==> src/rtl/reg_bank.sv <==
// Decode-stage operand fetch: 32x8 register file with one synchronous write port
// and forwarding/immediate muxes driving the combinational operands A and B.
module reg_bank (
  input  logic        clk,
  input  logic        reset,
  input  logic [19:0] ins,
  input  logic [4:0]  RW_dm,
  input  logic [7:0]  mux_ans_dm,
  input  logic [7:0]  ans_ex,
  input  logic [7:0]  ans_wb,
  input  logic [7:0]  imm,
  input  logic [1:0]  mux_sel_A,
  input  logic [1:0]  mux_sel_B,
  input  logic        imm_sel,
  output logic [7:0]  A,
  output logic [7:0]  B
);

  localparam int unsigned DATA_W = 8;
  localparam int unsigned ADDR_W = 5;
  localparam int unsigned NREGS  = 32;

  localparam logic [1:0] SEL_RF = 2'd0;
  localparam logic [1:0] SEL_EX = 2'd1;
  localparam logic [1:0] SEL_DM = 2'd2;
  localparam logic [1:0] SEL_WB = 2'd3;

  logic [DATA_W-1:0] regs [NREGS];
  logic [ADDR_W-1:0] ra;
  logic [ADDR_W-1:0] rb;
  logic [DATA_W-1:0] rf_a;
  logic [DATA_W-1:0] rf_b;
  logic [DATA_W-1:0] fwd_b;
  logic              unused_ins;

  assign ra = ins[14:10];
  assign rb = ins[9:5];
  // Opcode and destination fields belong to other pipeline stages.
  assign unused_ins = ^{ins[19:15], ins[4:0]};

  // Write port: no enable, upstream parks RW_dm on a harmless register.
  always_ff @(posedge clk or negedge reset) begin
    if (!reset) begin
      for (int i = 0; i < int'(NREGS); i++) begin
        regs[i] <= '0;
      end
    end else begin
      regs[RW_dm] <= mux_ans_dm;
    end
  end

  // Asynchronous reads, no internal bypass of the in-flight write.
  assign rf_a = regs[ra];
  assign rf_b = regs[rb];

  always_comb begin
    A = rf_a;
    unique case (mux_sel_A)
      SEL_RF: A = rf_a;
      SEL_EX: A = ans_ex;
      SEL_DM: A = mux_ans_dm;
      SEL_WB: A = ans_wb;
      default: A = rf_a;
    endcase
  end

  always_comb begin
    fwd_b = rf_b;
    unique case (mux_sel_B)
      SEL_RF: fwd_b = rf_b;
      SEL_EX: fwd_b = ans_ex;
      SEL_DM: fwd_b = mux_ans_dm;
      SEL_WB: fwd_b = ans_wb;
      default: fwd_b = rf_b;
    endcase
  end

  assign B = imm_sel ? imm : fwd_b;

endmodule

==> config.mk <==
export PLATFORM = sky130hd
export DESIGN_NAME = reg_bank
export DESIGN_NICKNAME = d
export VERILOG_FILES = /design/src/rtl/reg_bank.sv
export SDC_FILE = /design/constraint.sdc
export NUM_CORES = 1
export LEC_CHECK = 0
export BUFFER_PORTS_ARGS = -buffer_cell sky130_fd_sc_hd__buf_2
export CAP_MARGIN = 0
export CORE_MARGIN = 3
export CORE_UTILIZATION = 58
export DETAILED_ROUTE_END_ITERATION = 12
export GPL_TIMING_DRIVEN = 1
export PLACE_DENSITY = 0.76
export RECOVER_POWER = 50
export SYNTH_ARGS = -nofsm -noshare
export SYNTH_HDL_FRONTEND = slang
export SYNTH_SLANG_ARGS = --single-unit
==> constraint.sdc <==
create_clock -name clk -period 4.1 [get_ports clk]
set_input_delay 0.205 -clock clk [delete_from_list [all_inputs] [get_ports clk]]
set_output_delay 0.205 -clock clk [all_outputs]
set_load 0.1 [all_outputs]
# Word level (Yosys, flattened, before mapping)
# Cells that the tools add are included.
# totals
reg_bits	256
latchBits	0
mem_bits_rw	0
rom_bits	0
inputBits	64
output_inout_bits	16
n_memories	0
# classes
addsub	0
n_mul	0
div_mod_pow	0
magnitude_cmp	4
eq_ne	6
n_shift	0
mux	12
n_bitwise	3
n_reduce_logical	3
# op_table
operator	n
256-bit bitwise mux	1
8-bit binary-select mux with 5-bit select	2
8-bit one-hot mux with 4 select lines	2
8-bit two-way mux	6
8-bit demux with 5-bit select	1
6-bit >= comparator, second input constant	3
5-bit NOT with 6-bit output	3
2-bit == test, second input constant	4
6-bit by 1-bit less-than comparator with 1-bit output, second input constant	1
2-bit by 1-bit == test with 1-bit output, second input constant	2
2-bit zero test	2
1-bit logical AND	1

# Longest topological paths before layout
# logic_depth
ltp_word	6
depth_mapped	8

# Least setup slack after synthesis
# Ideal clock, no wire load.
# synth_path
path_type	in2out
from	input port ins[5]
to	output port B[2]
arrival_time_ns	2.804
path_slack_ns	1.091
cell_stages	8
path_cell_list	buf_6 > buf_6 > and2_1 > buf_2 > a22oi_1 > a21oi_1 > a311o_1 > a21oi_1
# synth_between
elab_chain_len	6
# synth_rtl
element	line_no	rtl
start, declared	6	input logic [19:0] ins,
5-bit NOT with 6-bit output (implied by the code)	54	assign rf_b = regs[rb];
8-bit binary-select mux with 5-bit select	54	
8-bit two-way mux (implied by the code) (2 in series)	54	
8-bit one-hot mux with 4 select lines	69	unique case (mux_sel_B)
8-bit two-way mux	78	assign B = imm_sel ? imm : fwd_b;
end, declared	16	output logic [7:0] B
# Every way passes these cells. The select of a mux whose other input is x is not followed.

# Worst setup path in the final report
# layout_path
from	input port ins[10]
to	output port A[5]
# layout_between
elab_chain_len	5
# layout_rtl
element	line_no	rtl
5-bit NOT with 6-bit output (implied by the code)	53	assign rf_a = regs[ra];
8-bit binary-select mux with 5-bit select	53	
8-bit two-way mux (implied by the code) (2 in series)	53	
8-bit one-hot mux with 4 select lines	58	unique case (mux_sel_A)
end, declared	15	output logic [7:0] A,
# Every way passes these cells. The select of a mux whose other input is x is not followed.

==> out/qor.yml <==
route.detailed.wl_per_inst_um: 28.5
rsz0062_at_grt: "no"
finalPower_uw: 8190
nets: 1196
yosys.area_share.adder_pct: 0
p_switching_uw: 2450
r2r-start: "regs[86]"
grt_pass1_vias: 10072
dr.pass1.iters: 6
sw_frac_of_total_pct: 29.9
num_vias: 10207
synth-compound-area-share_pct: 8.16
synth.area.mux_share_pct: 40.2
postCtsSetupBuffers: 0
h-tree-depth: 1
power_leakage_uw: 0.00695
synthesis.area_um2: 14600
cp.required_ns: 3.89
synth-edff-count: 0
area_growth_pct: 9.81
synth.distinct_cells: 38
slew_viol_final: 86
worstMarginPinSlew_ns: 2.28
critPathCaptureType: "primary output"
cts_resized: 0
max_freq_mhz: 302
p_int_uw: 5740
grtUsageTotal_pct: 31.7
min_period_ns: 3.32
antenna_left: 0
cts_buffers: 29
grt_pass1_wl_um: 64000
cts_tree: "done"
path_max_fanout: 41
drtIter0Drc: 992
startpoint_type: "primary input"
yosys.area.top_type: "dfrtp_1"
drc_errors: 0
clock_sinks: 256
ys_warn_count: 0
totalWireLength_um: 42200
utilization_pct: 65.3
tns_ns: 0
power_frac_comb_pct: 23.5
place_congestion: 0.956
worst_hold_startpoint: "mux_ans_dm[4]"
synth_top_area_share_pct: 44.0
power-per-cell-area_nw_per_um2: 513
dieArea_um2: 27000
vdd_drop_max_uv: 420
clk_latency_ns: 0.54
synth_seq_area_share_pct: 44.0
max-slew-margin-rel_pct: -51.9
async_flop_share_pct: 100
clk_pin_slew_ns: 0.06
period_share_pct: 80.9
largestRegisters: "regs: 256 flops"
final_common_cell: "dfrtp_1"
rows: 57
final_hold_viol_count: 0
root_buffer: "clkbuf_16"
start_util_pct: 59.5
dieHeight_um: 164
viasPerCell: 6.91
synthXorXnorAreaFrac_pct: 0
setup_violations: 0
top_register: "regs"
antenna_found_initial: 1
portBuffers: 69
holdBufCountCts: 1
synthSimpleGateAreaFrac_pct: 3.91
final_cell_mix: "256 x dfrtp_1, 220 x mux2_2, 163 x mux2i_1"
hpwl_um: 28400
violations: "max-capacitance violations, max-slew violations"
drive_gt1_share_pct: 36.4
synth_top_family_by_area: "multiplexers"
ioPinCount: 80
crit_start: "ins[10]"
grt_max_degree: 96
ys.flop_type: "dfrtp_1"
pwr-share-seq_pct: 43.5
coreArea_um2: 24500
n_antenna_cell: 0
min_path_type: "in2reg"
netlist_instances: 1112
drv_cap: 1
cts_max_path_buffers: 3
grt-ovfl-total: 0
outcome: "finished with violations"
synthTopCellsByArea: "dfrtp_1 44%, mux2_2 17%, mux2i_1 11%, mux4_2 8.2%, a22oi_1 4.5%"
arrival_ns: 3.11
largest_register_ffs: 256
crit_type: "in2out"
synth_seq_cells: 256
final.setup_skew_ns: 0
syn_area_per_cell_um2: 13.1
clockPowerShare_pct: 32.9
syn-num-nets: 1176
fillers: 1853
die_w_um: 164
==> power by group through the flow <==
stage / combinational [uW] / clock, uW / sequential [uW]
final: 1930 / 2700 / 3570
after global routing: 2060 / 2840 / 3630
after CTS: 1920 / 2720 / 3550
after detailed placement: 1910 / 0 / 3590
after global placement: 1860 / 0 / 3550
after floorplan: 1480 / 0 / 3450
==> worst paths after layout <==
path,slack (ns),endpoint,cells past startpoint
min in group asynchronous,0.86,regs[93],2
worst max-delay path,0.78,A[5],8
worst max register to register,3.28,regs[86],1
worst min-delay path,0.38,regs[172],2
worst min register to register,0.50,regs[11],1
max in group asynchronous,1.68,regs[17],3
==> per-layer routing <==
layer | part of all wire (%) | GRT usage, %
met1 | 40 | 43.8
met3 | 8.7 | 6.82
met5 | 0.031 | 0
met4 | 4.7 | 11.8
met2 | 46 | 49.8
==> area by class of cell <==
class,instances,area [um2],share of cell area (%)
flip-flops and latches,256,6410,40.1
well taps,324,405,2.54
clock inverters,11,155,0.971
repair buffers,87,577,3.61
inverters,1,3.75,0.0235
multi-input cells,757,7600,47.5
clock buffers,42,835,5.22
==> kinds of logic after synthesis <==
kind of cell	Yosys count
buffers and inverters	99
AND/OR/NAND/NOR	100
multiplexers	485
AO/OA/AOI/OAI	172
flip-flops	256
==> stage by stage <==
stage / setup WS (ns) / cell area (um2) / hold WS (ns) / instances
floorplan: 1.09 / 14600 / -0.0906 / 1112
global placement: 1.04 / 15000 / 0.253 / 1424
detailed placement: 0.979 / 15000 / 0.267 / 1424
CTS: 0.975 / 16000 / 0.292 / 1478
global route: 0.658 / 16000 / 0.386 / 1478
finish: 0.784 / 16000 / 0.377 / 1478
==> worst max-delay path, stage by stage <==
cell and delay (ns):
buf_6 0.44, buf_4 0.57, mux2i_1 0.15, a22oi_1 0.20
a21oi_1 0.12, nor4_1 0.61, mux4_2 0.36, buf_2 0.42
==> cells in the mapped netlist (all sizes together), types with 4 or more instances <==
master / count
mux2: 269
dfrtp: 256
mux2i: 163
a22oi: 88
buf: 54
mux4: 53
a21oi: 47
clkbuf: 44
nand2: 25
nor2b: 18
nor2: 16
a221oi: 8
nor4: 8
nand2b: 7
o21ai: 7
a211oi: 6
nor3: 6
o31ai: 5
nand4: 4
o221a: 4
Note: power is estimated with default switching activity, not from simulation.
